$ cat config.mk
export PLATFORM = sky130hd
export DESIGN_NAME = dmem_bus_ctrl
export DESIGN_NICKNAME = d
export VERILOG_FILES = /design/src/rtl/dmem_bus_ctrl_pkg.sv /design/src/rtl/dmem_timeout_cnt.sv /design/src/rtl/dmem_bus_ctrl.sv
export SDC_FILE = /design/constraint.sdc
export NUM_CORES = 1
export LEC_CHECK = 0
export BUFFER_PORTS_ARGS = -buffer_cell sky130_fd_sc_hd__buf_4
export CORE_MARGIN = 4
export CORE_UTILIZATION = 49
export DETAILED_ROUTE_END_ITERATION = 7
export PLACE_DENSITY = 0.85
export SLEW_MARGIN = 10
export SYNTH_ARGS = -nofsm -noshare
export SYNTH_HDL_FRONTEND = slang
export SYNTH_SLANG_ARGS = --single-unit
$ cat constraint.sdc
create_clock -name clk -period 3.3 [get_ports clk]
set_input_delay 0.495 -clock clk [delete_from_list [all_inputs] [get_ports clk]]
set_output_delay 0.495 -clock clk [all_outputs]
set_load 0.005 [all_outputs]
$ cat src/rtl/dmem_bus_ctrl_pkg.sv
// Shared types and constants for the data-memory bus controller.
package dmem_bus_ctrl_pkg;

    typedef enum logic [1:0] {
        IDLE = 2'd0,
        REQ  = 2'd1,
        RSP  = 2'd2,
        DONE = 2'd3
    } dmem_state_e;

    localparam int unsigned STORE_BIT    = 3;
    localparam int unsigned UNSIGNED_BIT = 2;
    localparam logic [1:0]  SIZE_B       = 2'b01;
    localparam logic [1:0]  SIZE_H       = 2'b10;
    localparam logic [1:0]  SIZE_W       = 2'b11;

    localparam int unsigned DEFAULT_TIMEOUT_CYCLES = 255;
    localparam int unsigned DEFAULT_TMO_W          = 8;

    typedef struct packed {
        logic [29:0] word_addr;
        logic        we;
        logic [3:0]  wstrb;
        logic [31:0] wdata;
    } dmem_req_t;

    function automatic logic is_misaligned(input logic [1:0] size, input logic [1:0] addr_lo);
        return ((size == SIZE_H) && addr_lo[0]) || ((size == SIZE_W) && (addr_lo != 2'b00));
    endfunction

endpackage

$ cat src/rtl/dmem_timeout_cnt.sv
// Response timeout counter: expired_o rises in the TIMEOUT_CYCLES-th enabled cycle after clear.
module dmem_timeout_cnt #(
    parameter int unsigned TIMEOUT_CYCLES = 255,
    parameter int unsigned TMO_W          = 8
) (
    input  logic clk,
    input  logic rst,
    input  logic clear_i,
    input  logic en_i,
    output logic expired_o
);

    localparam logic [TMO_W-1:0] LAST = TMO_W'(TIMEOUT_CYCLES - 1);

    logic [TMO_W-1:0] cnt_q, cnt_d;
    logic             expired_q, expired_d;

    // Expiry is registered one count ahead so the FSM sees it in the final RSP cycle.
    always_comb begin
        cnt_d     = cnt_q;
        expired_d = expired_q;
        if (clear_i) begin
            cnt_d     = '0;
            expired_d = (TIMEOUT_CYCLES == 1);
        end else if (en_i && !expired_q) begin
            cnt_d     = cnt_q + TMO_W'(1);
            expired_d = (cnt_d == LAST);
        end
    end

    always_ff @(posedge clk) begin
        if (rst) begin
            cnt_q     <= '0;
            expired_q <= 1'b0;
        end else begin
            cnt_q     <= cnt_d;
            expired_q <= expired_d;
        end
    end

    assign expired_o = expired_q;

endmodule

$ cat src/rtl/dmem_bus_ctrl.sv
// MEM-stage data-memory bus controller: stalls the pipeline across one valid/ready request + response.
// Optional misaligned-access trap enabled by DMEM_MISALIGN_CHECK_EN.
module dmem_bus_ctrl
    import dmem_bus_ctrl_pkg::*;
#(
    parameter int unsigned TIMEOUT_CYCLES = DEFAULT_TIMEOUT_CYCLES,
    parameter int unsigned TMO_W          = DEFAULT_TMO_W
) (
    input  logic        clk,
    input  logic        rst,
    input  logic        mem_req_i,
    input  logic [3:0]  sl_type_i,
    input  logic [31:0] addr_i,
    input  logic [31:0] wdata_i,
    input  logic [3:0]  wstrb_i,
    input  logic        flush_i,
    output logic        stall_o,
    output logic [31:0] rdata_o,
    output logic        rdata_valid_o,
    output logic        access_fault_o,
    output logic        misalign_o,
    output logic        bus_req_valid_o,
    input  logic        bus_req_ready_i,
    output logic [31:0] bus_req_addr_o,
    output logic        bus_req_we_o,
    output logic [3:0]  bus_req_wstrb_o,
    output logic [31:0] bus_req_wdata_o,
    input  logic        bus_rsp_valid_i,
    input  logic [31:0] bus_rsp_rdata_i,
    input  logic        bus_rsp_err_i
);

    dmem_state_e state_q, state_d;
    dmem_req_t   req_q, req_d;
    logic        load_q, load_d;
    logic        drop_q, drop_d;
    logic [31:0] rdata_q, rdata_d;
    logic        rdata_valid_q, rdata_valid_d;
    logic        access_fault_q, access_fault_d;
    logic        misalign_q, misalign_d;

    logic        take_c;
    logic        misalign_c;
    logic        drop_nxt_c;
    logic        cnt_clear_c;
    logic        cnt_en_c;
    logic        expired;
    logic        unused_c;

    assign take_c = mem_req_i && !flush_i && (sl_type_i[1:0] != 2'b00);

`ifdef DMEM_MISALIGN_CHECK_EN
    assign misalign_c = is_misaligned(sl_type_i[1:0], addr_i[1:0]);
    assign unused_c   = sl_type_i[UNSIGNED_BIT];
`else
    assign misalign_c = 1'b0;
    assign unused_c   = ^{sl_type_i[UNSIGNED_BIT], addr_i[1:0]};
`endif

    dmem_timeout_cnt #(
        .TIMEOUT_CYCLES (TIMEOUT_CYCLES),
        .TMO_W          (TMO_W)
    ) u_tmo (
        .clk       (clk),
        .rst       (rst),
        .clear_i   (cnt_clear_c),
        .en_i      (cnt_en_c),
        .expired_o (expired)
    );

    // Next-state, request capture and one-cycle DONE pulses.
    always_comb begin
        state_d        = state_q;
        req_d          = req_q;
        load_d         = load_q;
        drop_d         = drop_q;
        rdata_d        = rdata_q;
        rdata_valid_d  = 1'b0;
        access_fault_d = 1'b0;
        misalign_d     = 1'b0;
        stall_o        = 1'b0;
        cnt_clear_c    = 1'b0;
        cnt_en_c       = 1'b0;
        drop_nxt_c     = drop_q | flush_i;

        case (state_q)
            IDLE: begin
                drop_d = 1'b0;
                if (take_c) begin
                    stall_o = 1'b1;
                    load_d  = !sl_type_i[STORE_BIT];
                    if (misalign_c) begin
                        misalign_d = 1'b1;
                        state_d    = DONE;
                    end else begin
                        req_d.word_addr = addr_i[31:2];
                        req_d.we        = sl_type_i[STORE_BIT];
                        req_d.wstrb     = sl_type_i[STORE_BIT] ? wstrb_i : 4'b0000;
                        req_d.wdata     = wdata_i;
                        state_d         = REQ;
                    end
                end
            end
            REQ: begin
                stall_o = 1'b1;
                // A handshake in the flush cycle is already on the bus, so its response must be drained.
                if (bus_req_ready_i) begin
                    cnt_clear_c = 1'b1;
                    drop_d      = flush_i;
                    state_d     = RSP;
                end else if (flush_i) begin
                    state_d = IDLE;
                end
            end
            RSP: begin
                stall_o  = 1'b1;
                cnt_en_c = 1'b1;
                drop_d   = drop_nxt_c;
                if (bus_rsp_valid_i) begin
                    if (load_q) begin
                        rdata_d = bus_rsp_rdata_i;
                    end
                    rdata_valid_d  = load_q && !drop_nxt_c;
                    access_fault_d = bus_rsp_err_i && !drop_nxt_c;
                    state_d        = DONE;
                end else if (expired) begin
                    rdata_valid_d  = load_q && !drop_nxt_c;
                    access_fault_d = !drop_nxt_c;
                    state_d        = DONE;
                end
            end
            DONE: begin
                state_d = IDLE;
            end
            default: begin
                state_d = IDLE;
            end
        endcase
    end

    always_ff @(posedge clk) begin
        if (rst) begin
            state_q        <= IDLE;
            req_q          <= '0;
            load_q         <= 1'b0;
            drop_q         <= 1'b0;
            rdata_q        <= '0;
            rdata_valid_q  <= 1'b0;
            access_fault_q <= 1'b0;
            misalign_q     <= 1'b0;
        end else begin
            state_q        <= state_d;
            req_q          <= req_d;
            load_q         <= load_d;
            drop_q         <= drop_d;
            rdata_q        <= rdata_d;
            rdata_valid_q  <= rdata_valid_d;
            access_fault_q <= access_fault_d;
            misalign_q     <= misalign_d;
        end
    end

    assign bus_req_valid_o = (state_q == REQ);
    assign bus_req_addr_o  = {req_q.word_addr, 2'b00};
    assign bus_req_we_o    = req_q.we;
    assign bus_req_wstrb_o = req_q.wstrb;
    assign bus_req_wdata_o = req_q.wdata;
    assign rdata_o         = rdata_q;
    assign rdata_valid_o   = rdata_valid_q;
    assign access_fault_o  = access_fault_q;
    assign misalign_o      = misalign_q;

endmodule

==> metrics.md, run 1 <==
| Metric | Value |
|---|---|
| Multi-input combinational cell area | `roughly 1800 µm²` |
| PD cells | `546 nW/µm²` |
| Max Slew Vio Count | `0` |
| Clock share of power | `0.489` |
| R2r worst-path depth | `6` |
| Worst Path Arrival | `1.75 ns` |
| Total area of sequential cells | `2280 µm²` |
| Clk pin slew, worst setup/hold paths | `0.06 ns` |
| Placed cell area | `5870 µm²` |
| Leakage | `2.77 nW` |
| Yosys reg bits | `114` |
| Unrepaired setup endpoints after global routing | `no` |
| Setup TNS | `0 ns` |
| Die Y | `101 µm` |
| I/O pins | `217` |
| Int Power | `~0.0027 W` |
| Initial Util | `0.513` |
| Worst slew pin tran | `0.791 ns` |
| Max Clock Skew | `slightly above 0.009 ns` |
| IO Port Bufs | `210` |
| Synthesized netlist cell count | `between 500 and 600` |
| Routed length per instance | `14.3 µm` |
| Die X | `101 µm` |
| Final critical-path share of the clock period | `0.681` |
| Crit Path Max Fanout | `6` |
| Cell accounting for the most synthesized area | `dfxtp_1` |
| Initial antenna violation count | `0` |
| H-tree levels | `4` |
| Post-synth EDFFs | `0` |
| Net Switching | `around 0.00082 W` |
| Peak supply drop | `0.410 mV` |
| Post-CTS Hold Buffers | `0` |
| Fin area | `6430 µm²` |
| Routed Antenna Nets | `0` |
| Share of flip-flops with an asynchronous set or reset | `0` |
| Total power | `around 0.0035 W` |
| Num CTS Buffers | `17` |
| R2R Setup Slk | `~1.1 ns` |
| Post-CTS sizing | `0` |
| DRT Pass-1 Iters | `4` |
| Crit Reg-Reg Startpoint | `state_q[0]$_SDFFE_PP0P_` |
| Mapped cell area | `between 4000 and 5000 µm²` |
| Area Growth Syn to Fin | `50.4%` |
| Minimum clock period | `2.25 ns` |
| Total GRT Usage | `0.232` |
| Layout cells sized above 1 | `0.339` |
| Core area | `between 8000 and 9000 µm²` |
| Post-CTS setup buffer count | `0` |
| Clock tree from TritonCTS | `done` |
| WS Path Type | `flop to primary output` |
| Hold_ws | `0.238 ns` |
| Setup crit start kind | `flop` |
| Fmax | `445 MHz` |
| Post-synth cell types | `34` |
| HP Class | `input port to flop` |
| Yosys warning count | `0` |
| Root buffer cell | `clkbuf_8` |
| Pin count of the biggest net entering global routing | `68` |
| Maxcap violations | `0` |
| CP required | `2.80 ns` |
| Hold path start | `bus_rsp_valid_i` |
| ANT cells | `0` |
| Vias per inst | `4.96` |
| First DRT Iteration DRCs | `168` |
| CP Capture Type | `primary output` |
| Hold path endpoint | `access_fault_o$_SDFF_PP0_` |
| Via count | `4,211` |
| Slew Limit Headroom | `0.471` |
| Number of fill cells | `591` |
| Detail Placement HPWL | `between 8000 and 9000 µm` |
| Switch share | `0.234` |
| Sequential area share after synthesis | `0.534` |
| Register share of total power | `0.412` |
| Yosys top cell area share | `0.534` |
| # nets final | `850` |
| Die area | `between 10,000 and 15,000 µm²` |
| Endpoints failing hold | `0` |
| CTS max path bufs | `2` |
| Vias in the first global route | `about 4,100` |
| # DRC | `0` |
| Cells on Worst Hold Path | `2` |
| Synthesized area per cell | `8.02 µm²` |
| Post-synth top flop | `dfxtp_1` |
| Routed Wire Length | `~12,000 µm` |
| Clock Sinks | `114` |
| Core Rows | `33` |
| Dominant cells by area after synthesis | `dfxtp_1 53%, nand2_1 17%, a21oi_1 12%` |
| First-pass GRT wire length | `18,900 µm` |
| Setup-failing EPs final | `0` |
| Comb power frac | `0.098` |
| Post-layout util | `0.771` |
| Gr ovfl total | `0` |
| Clk Latency, worst-skew pair | `0.50 ns` |
| Gpl congestion | `0.804` |
| Outcome | `finished, final reports clean` |
cells in the final DEF (no fill, tap or decap), drive strengths merged, types with 2 or more instances in the layout:
cell type	instances
clkinv	4
clkinvlp	6
and2	2
dfxtp	114
clkbuf	18
buf	216
conb	3
xnor2	3
a21oi	105
bufinv	2
nand2	198
xor2	6
nand3	8
and3	3
o2111ai	2
nor2	15
a211oi	3
inv	9
nand2b	2
nand4	4
ha	7
o21ai	3
cells by family after synthesis:
group	Yosys count	share of synthesized area
compound gates	119	0.151
buf+inv	46	0.0492
flops	114	0.534
simple gates	237	0.226
xor+xnor	9	0.0184
other cells	1	0.000877
fa+ha+maj	7	0.0205
worst max-delay path: stages (launching register included):
cell and delay, ns:
dfxtp_1 0.42, inv_1 0.12, ha_1 0.27, nor3b_4 0.17, nor2_1 0.09, nor2_1 0.05, buf_4 0.13
cells in the mapped netlist, types with 2 or more instances:
cell type	number
nand2_1	198
dfxtp_1	114
a21oi_1	105
clkbuf_1	21
nor2_1	15
buf_2	9
inv_1	8
nand3_1	8
buf_4	7
ha_1	7
xor2_1	6
nand4_1	4
a211oi_1	3
and3_1	3
o21ai_0	3
xnor2_1	3
and2_1	2
layout make-up:
| cell class | count | share of cell area |
|---|---|---|
| Timing Repair Buffer | 216 | 0.252 |
| Clock buffer | 18 | 0.0665 |
| Sequential cell | 114 | 0.355 |
| Clock inverter | 13 | 0.0214 |
| Tap cell | 105 | 0.0204 |
| Inverter | 8 | 0.00467 |
| Multi-Input combinational cell | 375 | 0.280 |
state kept, by name, indices dropped and copies added (netlist names), named ones only:
| register | count |
|---|---|
| u_tmo.cnt_q | 8 |
| state_q | 1 |
| bus_req_wdata_o | 32 |
| bus_req_wstrb_o | 4 |
| bus_req_addr_o | 30 |
| bus_req_we_o | 1 |
| rdata_valid_o | 1 |
| rdata_o | 32 |
| load_q | 1 |
| access_fault_o | 1 |
| drop_q | 1 |
| u_tmo.expired_o | 1 |
power by group through the flow:
stage                     clock, W  sequential (W)  combinational, W
after floorplan                  0         0.00148          0.000145
after global placement           0         0.00148          0.000338
after detailed placement         0         0.00148          0.000347
after CTS                  0.00175         0.00145          0.000348
after global routing       0.00182         0.00145          0.000379
final                      0.00172         0.00145          0.000345
stage by stage:
step	setup WS, ns	std cells
finish	1.05	849
global route	0.955	849
CTS	1.04	849
detailed placement	1.17	818
global placement	1.25	818
floorplan	1.51	535
per-layer routing:
layer / part of all wire / track usage
met4: 0.015 / 0.0828
met1: 0.37 / 0.245
met2: 0.54 / 0.424
met3: 0.073 / 0.0840
met5: 0 / 0
how the worst max path moves through the flow:
stage	startpoint	endpoint	cells after the start
after floorplan	state_q[0]$_SDFFE_PP0P_	stall_o	6
after global placement	state_q[0]$_SDFFE_PP0P_	flop	6
after detailed placement	state_q[0]$_SDFFE_PP0P_	flop	6
after CTS	state_q[0]$_SDFFE_PP0P_	stall_o	6
after global routing	state_q[0]$_SDFFE_PP0P_	stall_o	6
final	state_q[0]$_SDFFE_PP0P_	stall_o	6
Note: power is estimated with default switching activity, not from simulation.
==> inputs of run 2 (changes only) <==
--- a/config.mk
+++ b/config.mk
@@ -7,9 +7,9 @@
 export LEC_CHECK = 0
 export BUFFER_PORTS_ARGS = -buffer_cell sky130_fd_sc_hd__buf_4
 export CORE_MARGIN = 4
-export CORE_UTILIZATION = 49
+export CORE_UTILIZATION = 45
 export DETAILED_ROUTE_END_ITERATION = 7
-export PLACE_DENSITY = 0.85
+export PLACE_DENSITY = 0.79
 export SLEW_MARGIN = 10
 export SYNTH_ARGS = -nofsm -noshare
 export SYNTH_HDL_FRONTEND = slang
==> constraint.sdc (replaced) <==
create_clock -name clk -period 2.3 [get_ports clk]
set_input_delay 0.345 -clock clk [delete_from_list [all_inputs] [get_ports clk]]
set_output_delay 0.345 -clock clk [all_outputs]
set_load 0.005 [all_outputs]
==> run 2 against run 1 <==
  * Worst setup slack got worse by 0.85 ns
  * Die area rose by 8.2%
  * Total power rose by 43%
  * Critical path depth did not move
  * Final area rose by 1.2%
  * Critical path type unchanged
  * Register-to-register slack got worse by 0.79 ns
  * Wire length rose by 1.1%
  * Via count rose by 0.76%
  * Count of clock-buffer cells in the layout did not move
  * Clock power rose by 42%
  * First-iteration DRC count fell by 4.8%
==> metrics.md, run 2 (synthesis gave the netlist of run 1 again) <==
| Metric | Value |
|---|---|
| Area Growth Syn to Fin | `52.2%` |
| Post-layout util | `0.704 (-0.0670)` |
| CP Capture Type | `primary output` |
| Core Rows | `35 (+6.1%)` |
| Maxcap violations | `0 (unchanged)` |
| Commonest non-fill, non-tap cell in the layout | `buf_4` |
| Vias in the first global route | `4,177 (+1.5%)` |
| CP endpoint | `stall_o` |
| Worst setup path startpoint | `state_q[0]$_SDFFE_PP0P_` |
| Outcome | `finished, final reports clean` |
| DRT Pass-1 Iters | `4 (unchanged)` |
| Multi-input combinational cell area | `1800 µm² (unchanged)` |
| # nets final | `854 (+0.47%)` |
| Slowest CP cell | `dfxtp_1` |
| Die X | `105 µm (+4.0%)` |
| Routed Wire Length | `12,300 µm (+1.1%)` |
| Endpoints failing hold | `0 (unchanged)` |
| Peak supply drop | `0.469 mV (+14%)` |
| Num CTS Buffers | `17 (unchanged)` |
| H-tree levels | `4 (unchanged)` |
| Fmax | `478 MHz` |
| Layout cells sized above 1 | `0.341 (+0.00220)` |
| Worst Setup Slack, final | `0.208 ns (-0.846 ns)` |
| Setup-failing EPs final | `0 (unchanged)` |
| Clock tree from TritonCTS | `done` |
| Routed Antenna Nets | `0 (unchanged)` |
| Max Slew Vio Count | `0 (unchanged)` |
| First DRT Iteration DRCs | `160 (-4.8%)` |
| Number of fill cells | `728 (+23%)` |
| Max Clock Skew | `0.00823 ns (-0.00100 ns)` |
| Initial antenna violation count | `0 (unchanged)` |
| IO Port Bufs | `210 (unchanged)` |
| Routed length per instance | `14.0 µm (-2.1%)` |
| First-pass GRT wire length | `19,600 µm (+3.5%)` |
| Most frequent cells in the layout | `218 x buf_4, 198 x nand2_1, 114 x dfxtp_1, 105 x a21oi_1, 16 x clkbuf_16` |
| Total GRT Usage | `0.218 (-0.0141)` |
| Leakage | `2.81 nW (+1.3%)` |
| ANT cells | `0 (unchanged)` |
| Crit Reg-Reg Startpoint | `state_q[0]$_SDFFE_PP0P_` |
| WS Path Type | `flop to primary output` |
| Setup TNS | `0 ns (unchanged)` |
| R2r worst-path depth | `6 (unchanged)` |
| # DRC | `0 (unchanged)` |
| I/O pins | `217 (unchanged)` |
| Worst slew pin tran | `0.808 ns (+0.0168 ns)` |
| Worst Path Arrival | `1.75 ns (about the same)` |
| Clk Latency, worst-skew pair | `0.50 ns (about the same)` |
| CTS max path bufs | `2 (unchanged)` |
| Initial Util | `0.463 (-0.0499)` |
| Die area | `11,100 µm² (+8.2%)` |
| Final critical-path share of the clock period | `0.910` |
| Fin cells | `877 (+3.3%)` |
| Via count | `4,243 (+0.76%)` |
| CP required | `1.96 ns (-0.84 ns)` |
| Post-CTS sizing | `0 (unchanged)` |
| Crit-path cells | `inv_1 -> ha_1 -> nor3b_4 -> nor2_1 -> nor2_1 -> buf_4` |
| Vias per inst | `4.84 (-2.5%)` |
| PD cells | `773 nW/µm² (+42%)` |
| Minimum clock period | `2.09 ns` |
| Clk pin slew, worst setup/hold paths | `0.06 ns (about the same)` |
| Unrepaired setup endpoints after global routing | `no` |
| HP Class | `input port to flop` |
| Total area of sequential cells | `2280 µm² (unchanged)` |
| Pin count of the biggest net entering global routing | `46 (-32%)` |
| Post-CTS Hold Buffers | `0 (unchanged)` |
| Gpl congestion | `0.774 (-3.7%)` |
| Slew Limit Headroom | `0.460 (-0.0112)` |
| Gr ovfl total | `0 (unchanged)` |
| Critical Path Most Common Cell | `nor2_1` |
| Crit Path Max Fanout | `6 (unchanged)` |
| Clock Sinks | `114 (unchanged)` |
| Die Y | `105 µm (+4.0%)` |
| Core area | `9240 µm² (+11%)` |
| Setup crit start kind | `flop` |
| Root buffer cell | `clkbuf_8` |
| Detail Placement HPWL | `9090 µm (+5.1%)` |
| Largest stage delay, worst path | `0.43 ns (about the same)` |
| DP Cell Count | `845 (+3.3%)` |
| R2R Setup Slk | `0.34 ns (-0.79 ns)` |
| Worst slack at placement | `0.366 ns (-0.805 ns)` |
==> run 2: changes by cell type in the layout (fill, tap and decap cells not counted), sizes merged <==
| cell | change |
|---|---|
| buf | +4 |
| clkinv | +2 |
| clkinvlp | -3 |
| inv | +1 |
==> run 2: metal layers <==
layer | up-vias | global-route usage | part of all wire
met5 | - | 0 | 0
met4 | 0 | 0.112 | 0.039
met3 | 39 | 0.0814 | 0.071
met2 | 163 | 0.377 | 0.51
met1 | 1904 | 0.232 | 0.38
li1 | 2137 | - | -
==> run 2: through the flow <==
step,power [W],hold WS (ns),instance area (µm²)
final,0.00503,0.0696,6510
after global routing,0.00524,0.0588,6510
after CTS,0.00508,0.0421,6500
after detailed placement,0.00263,0.449,5950
after global placement,0.00261,0.442,5950
after floorplan,0.00233,0.437,4280
==> run 2: worst min path at each step <==
stage,slack [ns],startpoint,endpoint,cells past startpoint
floorplan,0.44,bus_rsp_valid_i,access_fault_o$_SDFF_PP0_,1
global placement,0.44,bus_req_wdata_o[31]$_SDFFE_PP0P_,bus_req_wdata_o[31]$_SDFFE_PP0P_,2
detailed placement,0.45,bus_req_addr_o[30]$_SDFFE_PP0P_,bus_req_addr_o[30]$_SDFFE_PP0P_,2
CTS,0.04,bus_rsp_valid_i,access_fault_o$_SDFF_PP0_,2
global route,0.06,addr_i[2],bus_req_addr_o[2]$_SDFFE_PP0P_,3
finish,0.07,bus_rsp_valid_i,access_fault_o$_SDFF_PP0_,2
==> run 2: worst max-delay path, delay by kind of cell (launching register included) <==
family	cells	cell delay, ns
buf+inv	2	0.24
simple gates	3	0.31
fa+ha+maj	1	0.27
flops	1	0.43
==> run 2: report_power, final <==
group | switching (W) | internal (W)
clock | 0.000912 | 0.00153
sequential | 0.0000370 | 0.00204
combinational | 0.000235 | 0.000276
==> run 2: cell type report <==
type	count	share of cell area
tap	129	0.0248
inverter	8	0.00461
sequential	114	0.351
multi-input combinational	375	0.277
timing repair buffer	220	0.258
clock buffer	18	0.0642
clock inverter	13	0.0211
==> run 2: repair_timing <==
item | CTS | global route
endpoints found under the hold margin | 0 | 0
setup buffers | 0 | 1
endpoints found under the setup margin | 0 | 1
